File: src/rtl/spi_defines.sv
// Shared SPI master constants and state encodings, used by the shift register and the clock generator.
// No logic; no latency; no backpressure.
package spi_defines;

    localparam int SPI_MAX_CHAR      = 32;
    localparam int SPI_CHAR_LEN_BITS = 5;

    typedef enum logic {
        ST_IDLE = 1'b0,
        ST_XFER = 1'b1
    } spi_state_e;

endpackage

File: src/rtl/spi_shift_reg.sv
// SPI master shift register: serialises one character onto s_out and assembles p_out from s_in.
// Latency: one bit per tx/rx edge pulse; done one cycle after the final rx edge.
// Backpressure: none; the external clock generator paces all bit movement through pos_edge/neg_edge.
module spi_shift_reg #(
    parameter int SPI_MAX_CHAR      = spi_defines::SPI_MAX_CHAR,
    parameter int SPI_CHAR_LEN_BITS = spi_defines::SPI_CHAR_LEN_BITS
) (
    input  logic                         wb_clk_in,
    input  logic                         wb_rst,
    input  logic                         go,
    input  logic [SPI_CHAR_LEN_BITS-1:0] len,
    input  logic                         lsb,
    input  logic                         tx_negedge,
    input  logic                         rx_negedge,
    input  logic                         pos_edge,
    input  logic                         neg_edge,
    input  logic                         load,
    input  logic [SPI_MAX_CHAR-1:0]      p_in,
    input  logic                         s_in,
    output logic                         tip,
    output logic                         last_clk,
    output logic                         s_out,
    output logic [SPI_MAX_CHAR-1:0]      p_out,
    output logic                         done
);
    import spi_defines::*;

    // One extra bit so a full-width length (len==0) is representable.
    localparam int IW = SPI_CHAR_LEN_BITS + 1;
    typedef logic [IW-1:0] cnt_t;

    spi_state_e              state_q;
    logic                    done_q;
    logic                    lsb_q;
    cnt_t                    len_q;
    cnt_t                    tx_cnt_q, tx_cnt_d;
    cnt_t                    rx_cnt_q, rx_cnt_d;
    logic [SPI_MAX_CHAR-1:0] tx_data_q, tx_data_d;
    logic [SPI_MAX_CHAR-1:0] rx_data_q, rx_data_d;

    cnt_t eff_len;
    cnt_t last_idx;
    cnt_t tx_idx;
    cnt_t rx_idx;
    logic tip_w;
    logic tx_edge;
    logic rx_edge;

    function automatic cnt_t bit_idx(input cnt_t k, input cnt_t l, input logic lsb_first);
        return lsb_first ? k : cnt_t'(l - k - cnt_t'(1));
    endfunction

    always_comb begin
        tip_w    = (state_q == ST_XFER);
        eff_len  = (len == '0) ? cnt_t'(SPI_MAX_CHAR) : cnt_t'(len);
        last_idx = len_q - cnt_t'(1);
        tx_edge  = tx_negedge ? neg_edge : pos_edge;
        rx_edge  = rx_negedge ? neg_edge : pos_edge;
        tx_idx   = bit_idx(tx_cnt_q, len_q, lsb_q);
        rx_idx   = bit_idx(rx_cnt_q, len_q, lsb_q);
    end

    always_comb begin
        tx_data_d = tx_data_q;
        rx_data_d = rx_data_q;
        tx_cnt_d  = tx_cnt_q;
        rx_cnt_d  = rx_cnt_q;
        if (!tip_w) begin
            if (load) begin
                tx_data_d = p_in;
            end
            // Clearing rx_data here keeps bits above a shorter length at zero.
            if (go) begin
                tx_cnt_d  = '0;
                rx_cnt_d  = '0;
                rx_data_d = '0;
            end
        end else begin
            if (tx_edge && (tx_cnt_q != last_idx)) begin
                tx_cnt_d = tx_cnt_q + cnt_t'(1);
            end
            if (rx_edge) begin
                rx_data_d[rx_idx[SPI_CHAR_LEN_BITS-1:0]] = s_in;
                rx_cnt_d = rx_cnt_q + cnt_t'(1);
            end
        end
    end

    always_ff @(posedge wb_clk_in or posedge wb_rst) begin
        if (wb_rst) begin
            state_q <= ST_IDLE;
            done_q  <= 1'b0;
            len_q   <= '0;
            lsb_q   <= 1'b0;
        end else begin
            done_q <= 1'b0;
            case (state_q)
                ST_IDLE: begin
                    if (go) begin
                        state_q <= ST_XFER;
                        len_q   <= eff_len;
                        lsb_q   <= lsb;
                    end
                end
                ST_XFER: begin
                    if (rx_edge && (rx_cnt_q == last_idx)) begin
                        state_q <= ST_IDLE;
                        done_q  <= 1'b1;
                    end
                end
                default: state_q <= ST_IDLE;
            endcase
        end
    end

    always_ff @(posedge wb_clk_in or posedge wb_rst) begin
        if (wb_rst) begin
            tx_data_q <= '0;
            rx_data_q <= '0;
            tx_cnt_q  <= '0;
            rx_cnt_q  <= '0;
        end else begin
            tx_data_q <= tx_data_d;
            rx_data_q <= rx_data_d;
            tx_cnt_q  <= tx_cnt_d;
            rx_cnt_q  <= rx_cnt_d;
        end
    end

    assign tip      = tip_w;
    assign s_out    = tip_w & tx_data_q[tx_idx[SPI_CHAR_LEN_BITS-1:0]];
    assign last_clk = tip_w && (rx_cnt_q == last_idx);
    assign p_out    = rx_data_q;
    assign done     = done_q;

endmodule

File: config.mk
export PLATFORM = sky130hd
export DESIGN_NAME = spi_shift_reg
export DESIGN_NICKNAME = d
export VERILOG_FILES = /design/src/rtl/spi_defines.sv /design/src/rtl/spi_shift_reg.sv
export SDC_FILE = /design/constraint.sdc
export NUM_CORES = 1
export LEC_CHECK = 0
export BUFFER_PORTS_ARGS = -buffer_cell sky130_fd_sc_hd__buf_2
export CORE_MARGIN = 5
export CORE_UTILIZATION = 51
export DETAILED_ROUTE_END_ITERATION = 12
export GPL_TIMING_DRIVEN = 0
export PLACE_DENSITY = 0.76
export SYNTH_ARGS = -nofsm -noshare
export SYNTH_HDL_FRONTEND = slang
export SYNTH_SLANG_ARGS = --single-unit
File: constraint.sdc
create_clock -name wb_clk_in -period 2.79 [get_ports wb_clk_in]
set_input_delay 0.4185 -clock wb_clk_in [delete_from_list [all_inputs] [get_ports wb_clk_in]]
set_output_delay 0.4185 -clock wb_clk_in [all_outputs]
set_load 0.01 [all_outputs]
==> metrics.log, run 1 <==
INFO  metric die_x = 108 um
INFO  metric final_period_util = 1.12
INFO  metric die-area = 11,700 sq um
INFO  metric gr-total-overflow = 0
INFO  metric cts_tree = done
INFO  metric setup_violations = 1
INFO  metric drtAntennaViolNets = 0
INFO  metric n_antenna_cell = 0
INFO  metric critPathKind = register to output pin
INFO  metric main_combinational_cell_family_by_area_after_synthesis = simple AND/OR/NAND/NOR gates
INFO  metric worst_ep_required_time = 2370 ps
INFO  metric worst_clock_skew = 8.93 ps
INFO  metric finalWorstPathRequiredPeriod = 3110 ps
INFO  metric post_route_cells_drive_above_1_share = 0.336
INFO  metric worst_ep_arrival_time = 2700 ps
INFO  metric endpoint_kind = output pin
INFO  metric fraction_of_synthesis_flops_using_an_asynchronous_set_or_reset_pin = 1.00
INFO  metric synth.net_count = roughly 550
INFO  metric worst_setup_hold_path_clk_slew = ~90 ps
INFO  metric failed_checks = negative setup slack
INFO  metric tritoncts_num_sinks = 85
INFO  metric synthesis.area = 4920 sq um
INFO  metric ys_types = 59
INFO  metric critical_path.cell_chain = ha_4 -> fa_2 -> xor2_2 -> mux2i_2 -> mux4_2 -> mux2i_1 -> mux2i_1 -> o2111a_1 -> buf_6
INFO  metric preCtsSetupSlack = -356 ps
INFO  metric synth_sequential_area_ratio = 0.432
INFO  metric largest_net_degree_at_the_start_of_global_routing = 59
INFO  metric die_y = 108 um
INFO  metric yosys-mux-area-fraction = 0.122
INFO  metric grt_setup_unrepaired = yes
INFO  metric drt_drc_violations_left = 0
INFO  metric transition_time_of_the_tightest_slew_check_pin = slightly below 700 ps
INFO  metric clock_latency = 360 ps
INFO  metric final.setup.worst_slack = -324 ps
INFO  metric finalNetCount = 651
INFO  metric synth-simple-area-share = 0.182
INFO  metric synth_cells = 492
INFO  metric initial_antenna_violation_count = 0
INFO  metric synth.avg_cell_area = approximately 10 sq um
INFO  metric first_global_vias = about 4,300
INFO  metric path_common_cell = sky130_fd_sc_hd__mux2i_1
INFO  metric placeableCoreArea = slightly above 9000 sq um
INFO  metric yosys_warnings = 0
INFO  metric port_buffers = 82
INFO  metric cts_hold_repair_buffers = 0
INFO  metric p_leak = 2.66 nW
INFO  metric run_status = complete, but fails checks
INFO  metric report.final.slew_viol_count = 0
INFO  metric dpl.hpwl = 9300 um
INFO  metric path_buf_inv = 1
INFO  metric synth-edff-count = 0
INFO  metric critical_path.max_stage_delay = between 400 and 500 ps
INFO  metric total_power_per_unit_cell_area = around 1500 nW/um^2
INFO  metric avgViaCountPerCell = 5.87
INFO  metric critical_path.max_fanout = 3
INFO  metric yosys_most_used_dff = sky130_fd_sc_hd__dfrtp_1
INFO  metric ios = 83
INFO  metric yosys.area_share.adder = 0.0361
INFO  metric drt_wl_total = 12,800 um
INFO  metric tritoncts.num_buffers = 9
INFO  metric setup.worst_path.start_class = register
INFO  metric finalCoreUtilization = 0.641
INFO  metric synth_xor_area_frac = 0.0465
INFO  metric timing.fmax = between 0.3 and 0.4 GHz
INFO  metric cts_max_level = 3
INFO  metric layout-area-overhead-vs-synth = 21.4%
INFO  metric gpl.final_weighted_congestion = approximately 0.94
INFO  metric hold_fails_final_rpt = 0
INFO  metric num_vias = 4,256
INFO  metric ys_ff_latch = 85
INFO  metric cts_buffer_depth = 2
INFO  metric max-vdd-ir-drop = 0.765 mV
INFO  metric first_pass_grt_wire_length = 20,700 um
INFO  metric max_cap_viol_count = 0
INFO  metric critPathSlowestCell = sky130_fd_sc_hd__dfrtp_2
INFO  metric drt-initial-drc-count = 232
INFO  metric grt_use_total = 0.223
INFO  metric min_path_type = primary input to asynchronous set/reset pin
INFO  metric cts_root_buffer = sky130_fd_sc_hd__clkbuf_8
INFO  metric std_cell_rows = 35
INFO  metric synth_compound_gate_area_share = 0.138
INFO  metric avgRoutedWirePerCell = 17.7 um
INFO  metric slew_headroom = 0.546
INFO  metric critical_path.top_delay_family = multiplexers
INFO  metric drt_first_pass_iters = 5
INFO  metric initial_core_util = 0.528
## stage by stage
step | hold slack (ps) | power (mW) | cell area [sq um] | instances | setup TNS [ps]
6_report | 33.5 | 8.74 | 5980 | 725 | -324
5_1_grt | 46.7 | 9.39 | 5980 | 725 | -460
4_1_cts | 27.3 | 8.35 | 5840 | 724 | -533
3_5_place_dp | 430 | 7.14 | 5530 | 704 | -4590
3_3_place_gp | 486 | 6.94 | 5500 | 703 | -66990
2_1_floorplan | 475 | 5.83 | 4920 | 492 | 0
## registers in the layout, summed over array words and instances, names as in the netlist
register / flops
tx_data_q: 32
tip: 1
lsb_q: 1
tx_cnt_q: 6
p_out: 32
done: 1
len_q: 6
rx_cnt_q: 6
## area by class of cell
type	count	area, sq um
well taps	129	161
multi-input cells	359	2780
inverters	15	58.8
clock inverters	6	53.8
clock buffers	10	138
flip-flops and latches	85	2140
fillers	745	3350
repair buffers	90	497
plain buffers	31	160
## cell usage in the layout, fill, tap and decap left out, drive strengths merged, types with 3 or more instances in the layout
cell / instances
a21o: 6
a21oi: 6
a32o: 3
and3: 8
buf: 100
clkbuf: 31
dfrtp: 85
ha: 11
inv: 18
mux2: 35
mux2i: 16
nand2: 79
nand2b: 4
nand3: 32
nand4: 10
nor2: 12
nor2b: 5
nor3: 7
nor3b: 3
nor4: 7
o211ai: 7
o21a: 3
o21ai: 21
o311ai: 16
o31ai: 7
o41ai: 9
or3: 6
xnor2: 14
xor2: 7
## synthesized netlist by cell type (5+ instances only)
cell type                  instances  area share
sky130_fd_sc_hd__dfrtp_1          85        0.43
sky130_fd_sc_hd__nand2_1          79       0.060
sky130_fd_sc_hd__mux2_2           35       0.080
sky130_fd_sc_hd__nand3_1          31       0.032
sky130_fd_sc_hd__clkbuf_1         21       0.016
sky130_fd_sc_hd__o21ai_0          20       0.020
sky130_fd_sc_hd__mux2i_1          16       0.033
sky130_fd_sc_hd__inv_1            15       0.011
sky130_fd_sc_hd__xnor2_1          14       0.025
sky130_fd_sc_hd__nor2_1           12      0.0091
sky130_fd_sc_hd__o311ai_0         12       0.021
sky130_fd_sc_hd__ha_1             11       0.028
sky130_fd_sc_hd__nand4_1           9       0.011
sky130_fd_sc_hd__o41ai_1           9       0.016
sky130_fd_sc_hd__and3_1            7      0.0089
sky130_fd_sc_hd__o211ai_1          7       0.011
sky130_fd_sc_hd__o31ai_1           7       0.011
sky130_fd_sc_hd__xor2_1            7       0.012
sky130_fd_sc_hd__a21o_1            6      0.0091
sky130_fd_sc_hd__nor3_1            6      0.0061
sky130_fd_sc_hd__nor4_1            6      0.0076
sky130_fd_sc_hd__buf_2             5      0.0051
sky130_fd_sc_hd__nor2b_1           5      0.0064
sky130_fd_sc_hd__or3_1             5      0.0064
## power by group
| part | switching (mW) | internal (mW) | total, mW |
|---|---|---|---|
| logic | 3.32 | 2.42 | 5.74 |
| clock network | 0.488 | 0.364 | 0.852 |
| registers | 0.421 | 1.73 | 2.15 |
## routing by layer
layer  track usage  vias to the layer above  part of all wire
met3        0.0603                       29             0.083
met4        0.0784                        0             0.024
met2         0.359                      192              0.48
li1              -                     1994                 -
met1         0.293                     2041              0.41
met5             0                        -                 0
## cell families (layout without fill, tap and decap cells)
kind of cell / after synthesis / after routing
simple gates: 179 / 179
compound gates: 91 / 91
flops: 85 / 85
mux: 53 / 53
buf+inv: 48 / 152
xor+xnor: 23 / 23
fa+ha+maj: 13 / 13
## path summary, 6_finish.rpt
| check | endpoint | from | depth (start not counted) | slack, ps |
|---|---|---|---|---|
| setup / recovery | s_out | len_q[0]$_DFFE_PP0P_ | 9 | -320 |
| min in group wb_clk_in | len_q[5]$_DFFE_PP0P_ | len[0] | 2 | 260 |
| max in group asynchronous | len_q[0]$_DFFE_PP0P_ | wb_rst | 3 | 2130 |
| setup reg to reg | p_out[30]$_DFFE_PP0P_ | len_q[0]$_DFFE_PP0P_ | 11 | 70 |
| hold / removal | tx_data_q[15]$_DFFE_PP0P_ | wb_rst | 2 | 30 |
| hold reg to reg | tx_data_q[30]$_DFFE_PP0P_ | tx_data_q[30]$_DFFE_PP0P_ | 1 | 510 |
## repair_timing
action	in CTS	in global routing
buffers inserted	6	1
pin swaps	1	3
setup endpoints to repair	33	34
gates resized for setup	22	35
endpoints found under the hold margin	0	0
(Power assumes the default switching activity.)
==> run 2: changes to the inputs <==
--- a/config.mk
+++ b/config.mk
@@ -7,10 +7,10 @@
 export LEC_CHECK = 0
 export BUFFER_PORTS_ARGS = -buffer_cell sky130_fd_sc_hd__buf_2
 export CORE_MARGIN = 5
-export CORE_UTILIZATION = 51
+export CORE_UTILIZATION = 36
 export DETAILED_ROUTE_END_ITERATION = 12
 export GPL_TIMING_DRIVEN = 0
-export PLACE_DENSITY = 0.76
+export PLACE_DENSITY = 0.61
 export SYNTH_ARGS = -nofsm -noshare
 export SYNTH_HDL_FRONTEND = slang
 export SYNTH_SLANG_ARGS = --single-unit
==> metrics.log, run 2 (synthesis gave the netlist of run 1 again) <==
INFO  metric run_status = complete, but fails checks
INFO  metric failed_checks = negative setup slack
INFO  metric largest_net_degree_at_the_start_of_global_routing = 46 (-22%)
INFO  metric drtAntennaViolNets = 0 (unchanged)
INFO  metric critical_path.reg2reg.endpoint = p_out[20]$_DFFE_PP0P_
INFO  metric mostFrequentLayoutCell = sky130_fd_sc_hd__buf_2
INFO  metric first_pass_grt_wire_length = 22,400 um (+8.1%)
INFO  metric p_leak = 2.75 nW (+3.4%)
INFO  metric placeableCoreArea = 13,300 sq um (+43%)
INFO  metric hold_fails_final_rpt = 0 (unchanged)
INFO  metric critPathKind = register to output pin
INFO  metric cts_buffer_depth = 2 (unchanged)
INFO  metric grt_use_total = 0.175 (-0.0490)
INFO  metric worst_ep_arrival_time = 2730 ps (+30 ps)
INFO  metric finalCoreUtilization = 0.467 (-0.174)
INFO  metric cts_tree = done
INFO  metric gr-total-overflow = 0 (unchanged)
INFO  metric tritoncts_num_sinks = 85 (unchanged)
INFO  metric finalWorstPathRequiredPeriod = 3150 ps (+31.7 ps)
INFO  metric transition_time_of_the_tightest_slew_check_pin = 699 ps (+24.7 ps)
INFO  metric std_cell_rows = 42 (+20%)
INFO  metric critical_path.max_fanout = 3 (unchanged)
INFO  metric drt_drc_violations_left = 0 (unchanged)
INFO  metric ios = 83 (unchanged)
INFO  metric setup.worst_path.start_class = register
INFO  metric post_route_cells_drive_above_1_share = 0.350 (+0.0148)
INFO  metric setup-tns-final = -356 ps (-31.7 ps)
INFO  metric dpl.hpwl = 10,200 um (+9.6%)
INFO  metric final_period_util = 1.13 (+0.0114)
INFO  metric slew_headroom = 0.533 (-0.0133)
INFO  metric drt_first_pass_iters = 4 (-1)
INFO  metric max_cap_viol_count = 0 (unchanged)
INFO  metric finalNetCount = 660 (+1.4%)
INFO  metric initial_antenna_violation_count = 3 (+3)
INFO  metric max-vdd-ir-drop = 0.643 mV (-16%)
INFO  metric cts_max_level = 3 (unchanged)
INFO  metric clock_latency = 350 ps (about the same)
INFO  metric layout-area-overhead-vs-synth = 26.7%
INFO  metric final.setup.worst_slack = -356 ps (-31.7 ps)
INFO  metric worst_setup_hold_path_clk_slew = 70 ps (-20 ps)
INFO  metric initial_core_util = 0.369 (-0.159)
INFO  metric avgViaCountPerCell = 5.46 (-7.0%)
INFO  metric die_x = 127 um (+17%)
INFO  metric worst_ep_required_time = 2370 ps (about the same)
INFO  metric drt-initial-drc-count = 312 (+34%)
INFO  metric port_buffers = 82 (unchanged)
INFO  metric die_y = 127 um (+17%)
INFO  metric tritoncts.num_buffers = 9 (unchanged)
INFO  metric drt_wl_total = 13,900 um (+8.5%)
INFO  metric endpoint_kind = output pin
INFO  metric grt_setup_unrepaired = yes
INFO  metric cts_root_buffer = sky130_fd_sc_hd__clkbuf_16
INFO  metric r2r_start = len_q[0]$_DFFE_PP0P_
INFO  metric worstRegToRegCells = 11 (unchanged)
INFO  metric layout.cells.most_common_list = 84 x sky130_fd_sc_hd__buf_2, 79 x sky130_fd_sc_hd__nand2_1, 75 x sky130_fd_sc_hd__dfrtp_1
INFO  metric min_path_type = primary input to asynchronous set/reset pin
INFO  metric avgRoutedWirePerCell = 17.9 um (+0.76%)
INFO  metric worst_clock_skew = 11.6 ps (+2.65 ps)
INFO  metric setup_violations = 1 (unchanged)
INFO  metric first_global_vias = 4,277 (+0.40%)
INFO  metric timing.fmax = 0.318 GHz (-1.0%)
INFO  metric die-area = 16,100 sq um (+38%)
INFO  metric num_vias = 4,266 (+0.23%)
INFO  metric setup.reg_to_reg.worst_slack = 80 ps (about the same)
INFO  metric gpl.final_weighted_congestion = 0.938 (-0.56%)
INFO  metric n_antenna_cell = 0 (unchanged)
INFO  metric total_power_per_unit_cell_area = 1480 nW/um^2 (+1.2%)
INFO  metric report.final.slew_viol_count = 0 (unchanged)
==> run 2: cell types whose count changed in the layout (fill, tap and decap cells not counted), sizes merged <==
cell	change
clkbuf	+2
clkinv	-1
inv	-4
buf	+10
clkinvlp	+2
==> run 2: how the worst max path moves through the flow <==
| stage | start | to | slack, ps | cells after the start |
|---|---|---|---|---|
| after global routing | len_q[0]$_DFFE_PP0P_ | s_out | -470 | 9 |
| after floorplan | tx_cnt_q[0]$_DFFE_PP0P_ | s_out | 150 | 9 |
| after detailed placement | tx_cnt_q[0]$_DFFE_PP0P_ | s_out | -350 | 10 |
| after global placement | wb_rst | rx_cnt_q[2]$_DFFE_PP0P_ | -760 | 2 |
| final | len_q[0]$_DFFE_PP0P_ | s_out | -360 | 9 |
| after CTS | len_q[0]$_DFFE_PP0P_ | s_out | -470 | 9 |
==> run 2: layout make-up <==
| type | instances | area (sq um) |
|---|---|---|
| clock inverters | 3 | 20.0 |
| inverters | 15 | 62.6 |
| flip-flops and latches | 85 | 2140 |
| multi-input cells | 359 | 2810 |
| repair buffers | 99 | 558 |
| plain buffers | 31 | 168 |
| fillers | 1292 | 7110 |
| clock buffers | 13 | 260 |
| well taps | 176 | 220 |
==> run 2: critical path, cell delays in order, from the launching register on <==
cell	delay, ps
sky130_fd_sc_hd__dfrtp_2	440
sky130_fd_sc_hd__ha_4	180
sky130_fd_sc_hd__fa_2	400
sky130_fd_sc_hd__and3_1	210
sky130_fd_sc_hd__or3_1	370
sky130_fd_sc_hd__a21oi_2	200
sky130_fd_sc_hd__xnor2_2	150
sky130_fd_sc_hd__o2111ai_1	130
sky130_fd_sc_hd__o2111a_1	150
sky130_fd_sc_hd__buf_2	140
==> run 2: where the power goes <==
| group | internal (mW) | switching (mW) |
|---|---|---|
| registers | 1.74 | 0.420 |
| clock network | 0.651 | 0.486 |
| logic | 2.56 | 3.38 |
==> run 2: stage by stage <==
step	worst slack (ps)	std cells	hold WS (ps)	power [mW]	cell area, sq um
5_1_grt	-467	781	175	9.96	6240
3_5_place_dp	-354	751	496	7.20	5580
6_report	-356	781	128	9.23	6240
4_1_cts	-471	770	135	8.61	5980
3_3_place_gp	-765	750	488	7.04	5550
2_1_floorplan	152	492	475	5.83	4920
==> run 2: what timing repair did <==
| action | in CTS | in global routing |
|---|---|---|
| endpoints found under the setup margin | 32 | 31 |
| pin swaps | 2 | 7 |
| setup buffers | 5 | 11 |
| resized for setup | 24 | 48 |
| hold buffers | 0 | 0 |
==> run 2: routing by layer <==
| layer | vias to the layer above | GRT usage | share of wire |
|---|---|---|---|
| li1 | 2033 | - | - |
| met1 | 2088 | 0.225 | 0.43 |
| met2 | 117 | 0.275 | 0.48 |
| met3 | 22 | 0.0584 | 0.064 |
| met4 | 6 | 0.0612 | 0.017 |
| met5 | - | 0 | 0.0026 |
